--- src/rtl/game_flow_ctrl.sv ---
// Rhythm-game sequencer: menu/arm/play/results flow, chart player config,
// saturating hit score and a best score per chart.
module game_flow_ctrl #(
    parameter int NUM_CHARTS          = 2,
    parameter int SCORE_W             = 10,
    parameter int ARM_FRAMES          = 4,
    parameter int RESULT_FRAMES       = 300,
    parameter int PLAY_TIMEOUT_FRAMES = 7200
) (
    input  logic               clk,
    input  logic               rst,
    input  logic               frame_done,
    input  logic               start_btn,
    input  logic               speed_btn,
    input  logic               sel_btn,
    input  logic               abort_btn,
    input  logic               hit_pulse,
    input  logic               chart_done,
    output logic               chart_rst_n,
    output logic [1:0]         chart_sel,
    output logic [1:0]         note_speed,
    output logic [1:0]         game_state,
    output logic [SCORE_W-1:0] score,
    output logic [SCORE_W-1:0] best_score,
    output logic               new_best
);

    typedef enum logic [1:0] {
        IDLE    = 2'd0,
        ARM     = 2'd1,
        PLAY    = 2'd2,
        RESULTS = 2'd3
    } state_t;

    localparam logic [15:0] ARM_LAST  = 16'(ARM_FRAMES - 1);
    localparam logic [15:0] PLAY_LAST = 16'(PLAY_TIMEOUT_FRAMES - 1);
    localparam logic [15:0] RES_LAST  = 16'(RESULT_FRAMES - 1);
    localparam logic [1:0]  SEL_LAST  = 2'(NUM_CHARTS - 1);

    state_t             state, state_d;
    logic [15:0]        cnt, cnt_d;
    logic [SCORE_W-1:0] score_d, score_inc;
    logic [SCORE_W-1:0] best_q [4];
    logic [1:0]         sel_d, speed_d;
    logic               new_best_d, best_wr;

    logic start_q, speed_q, sel_q, abort_q, frame_q;
    logic start_e, speed_e, sel_e, abort_e, tick;

    assign start_e = start_btn & ~start_q;
    assign speed_e = speed_btn & ~speed_q;
    assign sel_e   = sel_btn & ~sel_q;
    assign abort_e = abort_btn & ~abort_q;
    assign tick    = frame_done & ~frame_q;

    assign game_state = state;
    assign best_score = best_q[chart_sel];
    assign score_inc  = (&score) ? score : score + SCORE_W'(1);

    always_ff @(posedge clk or negedge rst) begin
        if (!rst) begin
            start_q <= 1'b0;
            speed_q <= 1'b0;
            sel_q   <= 1'b0;
            abort_q <= 1'b0;
            frame_q <= 1'b0;
        end else begin
            start_q <= start_btn;
            speed_q <= speed_btn;
            sel_q   <= sel_btn;
            abort_q <= abort_btn;
            frame_q <= frame_done;
        end
    end

    always_ff @(posedge clk or negedge rst) begin
        if (!rst) begin
            state       <= IDLE;
            cnt         <= '0;
            score       <= '0;
            new_best    <= 1'b0;
            chart_sel   <= 2'd0;
            note_speed  <= 2'd1;
            chart_rst_n <= 1'b0;
            for (int i = 0; i < 4; i++) best_q[i] <= '0;
        end else begin
            state       <= state_d;
            cnt         <= cnt_d;
            score       <= score_d;
            new_best    <= new_best_d;
            chart_sel   <= sel_d;
            note_speed  <= speed_d;
            chart_rst_n <= (state == PLAY);
            if (best_wr) best_q[chart_sel] <= score_d;
        end
    end

    always_comb begin
        state_d    = state;
        cnt_d      = cnt;
        score_d    = score;
        new_best_d = new_best;
        sel_d      = chart_sel;
        speed_d    = note_speed;
        best_wr    = 1'b0;
        case (state)
            IDLE: begin
                if (speed_e) speed_d = (note_speed == 2'd3) ? 2'd1 : note_speed + 2'd1;
                if (sel_e)   sel_d   = (chart_sel == SEL_LAST) ? 2'd0 : chart_sel + 2'd1;
                if (start_e) begin
                    score_d = '0;
                    cnt_d   = '0;
                    state_d = ARM;
                end
            end
            ARM: begin
                if (tick) begin
                    if (cnt == ARM_LAST) begin
                        cnt_d   = '0;
                        state_d = PLAY;
                    end else begin
                        cnt_d = cnt + 16'd1;
                    end
                end
            end
            PLAY: begin
                if (hit_pulse) score_d = score_inc;
                if (tick)      cnt_d   = cnt + 16'd1;
                // chart_rst_n is still low on the first PLAY cycle, so it masks a stale chart_done
                if (abort_e) begin
                    state_d = IDLE;
                end else if ((chart_done && chart_rst_n) || (tick && cnt == PLAY_LAST)) begin
                    state_d = RESULTS;
                    cnt_d   = '0;
                    if (score_d > best_q[chart_sel]) begin
                        best_wr    = 1'b1;
                        new_best_d = 1'b1;
                    end else begin
                        new_best_d = 1'b0;
                    end
                end
            end
            RESULTS: begin
                if (tick) cnt_d = cnt + 16'd1;
                if (start_e || (tick && cnt == RES_LAST)) begin
                    state_d    = IDLE;
                    cnt_d      = '0;
                    new_best_d = 1'b0;
                end
            end
            default: state_d = IDLE;
        endcase
    end

endmodule

--- config.mk ---
export PLATFORM = sky130hd
export DESIGN_NAME = game_flow_ctrl
export DESIGN_NICKNAME = d
export VERILOG_FILES = /design/src/rtl/game_flow_ctrl.sv
export SDC_FILE = /design/constraint.sdc
export NUM_CORES = 1
export LEC_CHECK = 0
export ABC_CLOCK_PERIOD_IN_PS = 3830
export BUFFER_PORTS_ARGS = -buffer_cell sky130_fd_sc_hd__buf_2
export CAP_MARGIN = 10
export CORE_UTILIZATION = 54
export DETAILED_ROUTE_END_ITERATION = 16
export PLACE_DENSITY = 0.76
export REMOVE_ABC_BUFFERS = 1
export SETUP_SLACK_MARGIN = 0.2
export SYNTH_ARGS = -nofsm -noshare
export SYNTH_HDL_FRONTEND = slang
export SYNTH_SLANG_ARGS = --single-unit
--- constraint.sdc ---
create_clock -name clk -period 3.83 [get_ports clk]
set_input_delay 0.383 -clock clk [delete_from_list [all_inputs] [get_ports clk]]
set_output_delay 0.383 -clock clk [all_outputs]
set_load 0.005 [all_outputs]
==> metrics <==
Wirelength per Cell=approximately 19 um; Leak=between 0.002 and 0.0025 uW; P&R area growth vs syn=15.8%; clock sinks=a little under 80; largest net degree at the start of global routing=80; DP Wirelength=~6900 um; Boundary Pins=37; Peak VDD IR=between 300 and 400 uV; core area=between 0.007 and 0.008 sq mm; crit path kind=reg2reg; drt pass-1 iters=6; post-synthesis sequential area ratio=between 40% and 50%; die area=approximately 0.0085 sq mm; Worst-Margin Slew=roughly 1000 ps; slowest stage cell, crit path=dfrtp_1; FMAX=287 MHz; Max FO, Critical Path=6; Distinct cells, synth=between 60 and 70; cell count of the worst reg-to-reg path=14; min Tclk post-route=3490 ps; share of layout cells above drive strength 1=between 30 and 40%; type of origin of the critical path=flip-flop; RR Endpoint=best_q[31]; Starting Density=a little under three fifths; Vias/cell=between 6 and 7; Worst EP arrival=3730 ps; area of the multi-input gates=0.00233 sq mm; Critical Path Sink=best_q[31]; Avg Cell Area, Syn=11.1 sq um; Port Buffers=36; power consumption=around 2800 uW; Buf/Inv on CP=2; final wirelength=approximately 10,000 um; DP Cell Count=533; root buf cell=clkbuf_8; Worst-path clk slew=roughly 90 ps; PnR worst setup slack=around 340 ps; Residual DRC=0; fin nets=between 400 and 500; Synth Register Bits=between 70 and 80; CTS Buf Count=9; unrepaired setup endpoints after global routing=no; Detail Route Antenna Nets=0; Rel. slew slack=33.5%; CP Cell Sequence=ha_1, and3_4, a31oi_4, nand4_1, xnor2_1, ha_1, a21o_1, a21oi_1, o221ai_2, a221oi_2, buf_4, nor4_4, buf_4, mux2_2; Chip Width=around 92 um; clk_skew=12.9 ps; fin. max-slew vios=0; Pwr Density=~550 mW/mm^2; clock latency at the later pin of the worst-skew pair=roughly 360 ps; final setup vio count=0; clk buf depth=2; Yosys warnings=0; Most used DFF post-synth=dfrtp_1; GRT Resource Usage Total=between 20% and 30%; fillers=612; reg2reg start=score[1]; Inserted Diodes=0; reg2reg setup slack=approximately 340 ps; total gr overflow=0; share of flip-flops with an asynchronous set or reset=between 90% and 100%; CP endpoint kind=flip-flop; Post-Syn Instances=395; GP Congestion=0.933; Sequential Area=a little under 0.002 sq mm; final worst path period share=between 90% and 100%; CTS tree=built; CP required=4070 ps; status=completed; Post-synth EDFFs=0; MaxCap Viol Count=0; H-Tree Depth=3; cell count along the critical path=14; Cell Rows=32; Worst Hold Class=in2reg; family with the most delay on the worst path=compound AO/OA/AOI/OAI gates; crit path from=score[1]; Hold Crit Start=speed_btn; Slowest Stage Delay on Critical Path=about 420 ps; Synth Cell Area=~0.0044 sq mm; die height=a little over 90 um; vias in the first global route=approximately 3,400; post-place setup slack=between 150 and 200 ps; Fin. Hold Viols=0; first-pass GRT wire length=16,700 um; initial antenna violation count=0; initial DRC count=between 300 and 400; via count=3,448; Post-CTS Hold Buffers=0; Final Non-Filler Cells=roughly 550
[how the worst min path moves through the flow]
| stage | to | slack (ps) | depth (start not counted) |
|---|---|---|---|
| after detailed placement | note_speed[0] | 490 | 2 |
| final | speed_q | 140 | 1 |
| after global placement | note_speed[0] | 470 | 2 |
| after floorplan | abort_q | 90 | 0 |
| after CTS | speed_q | 130 | 1 |
| after global routing | speed_q | 130 | 1 |
[Yosys cell counts, drive strengths merged (2+ instances only)]
cell	instances	area, sq um
or3	2	12.5
nor4b	4	35.0
xor2	2	17.5
inv	23	86.3
ha	13	163
nor4	3	33.8
nand2b	3	18.8
a221o	2	20.0
nand3	14	70.1
and2	4	25.0
a22oi	2	15.0
o31ai	6	72.6
nor3	8	51.3
buf	5	22.5
o22ai	3	18.8
and3	8	51.3
dfrtp	78	1950
a22o	3	26.3
a21boi	2	15.0
o21a	3	22.5
and4	5	46.3
a211o	5	50.1
clkbuf	10	37.5
mux2i	3	30.0
o21ai	20	104
a31o	2	26.3
xnor2	6	52.6
nand4	10	62.6
a31oi	7	43.8
or4	4	35.0
a21oi	17	85.1
a21o	4	30.0
a211oi	2	15.0
nor2b	5	31.3
mux2	42	473
a32oi	2	17.5
nand2	27	109
mux4	10	225
nor2	14	52.6
[placed cells by master, fill, tap and decap left out, types with 3 or more instances in the layout]
cell and count:
a211o_2 5, a21o_1 4, a21oi_1 17, a22o_1 3
a31oi_1 6, and2_1 4, and3_1 6, and4_1 3
buf_2 35, buf_4 14, buf_6 4, clkbuf_8 12
dfrtp_1 78, ha_1 13, inv_1 23, mux2_2 42
mux2i_1 3, mux4_2 10, nand2_1 25, nand2b_1 3
nand3_1 14, nand4_1 10, nor2_1 14, nor2b_1 5
nor3_1 6, o21a_1 3, o21ai_0 19, o22ai_1 3
o31ai_1 4, xnor2_1 6
[logic make-up (layout without fill, tap and decap cells)]
logic type	count (synthesis)	after routing	share of synthesized area, %
xor gates and xnor gates	8	8	1.60
adders and majority gates	13	13	3.72
muxes	55	55	16.7
and+or+nand+nor	114	114	15.1
AOI/OAI and AO/OA	87	87	14.3
DFF	79	79	45.2
buffers and inverters	39	93	3.43
[final cells by class]
type,instances,area share (%)
Clock buffer,12,3.26
Clock inverter,4,1.01
Inverter,24,1.78
Multi-Input combinational cell,277,45.9
Sequential cell,79,39.1
Tap cell,102,2.52
Timing Repair Buffer,53,6.42
[metal layers]
layer	wire, um	track usage, %	part of all wire (%)
met1	4460	35.3	43
met2	4940	40.1	48
met3	610	3.81	5.9
met4	289	11.2	2.8
met5	0	0	0
[stage by stage]
stage	hold slack, ps	utilization (%)	setup TNS, ps	area (sq um)
floorplan	87.4	-	-10840	4310
global placement	465	61.1	0	4750
detailed placement	486	61.1	0	4750
CTS	133	64.0	0	4970
global route	129	65.2	0	5060
finish	139	65.2	0	5060
[where the power goes]
| part | internal, uW | switching [uW] | leakage [uW] |
|---|---|---|---|
| combinational | 461 | 652 | 0.00118 |
| sequential | 930 | 91.9 | 0.00107 |
| clock | 356 | 316 | 0.000109 |
| total | 1750 | 1060 | 0.00236 |
[repair_timing]
action,in CTS,in global routing
gates resized for setup,1,15
cloned,0,0
endpoints found under the hold margin,0,0
buffers inserted,0,2
setup endpoints to repair,20,40
pin swaps,0,7
[worst reg2reg max path: stages, from the launching register on]
cell and delay [ps]:
dfrtp_1 420, ha_1 230, and3_4 220, a31oi_4 260
nand4_1 210, xnor2_1 180, ha_1 300, a21o_1 190
a21oi_1 210, o221ai_2 130, a221oi_2 260, buf_4 220
nor4_4 60, buf_4 220, mux2_2 280
[registers in the layout (all words and copies together), names as in the netlist]
| register | cells |
|---|---|
| abort_q | 1 |
| best_q | 40 |
| chart_rst_n | 1 |
| chart_sel | 2 |
| cnt | 16 |
| frame_q | 1 |
| game_state | 2 |
| new_best | 1 |
| note_speed | 2 |
| score | 10 |
| sel_q | 1 |
| speed_q | 1 |
| start_q | 1 |
(Power assumes the default switching activity.)
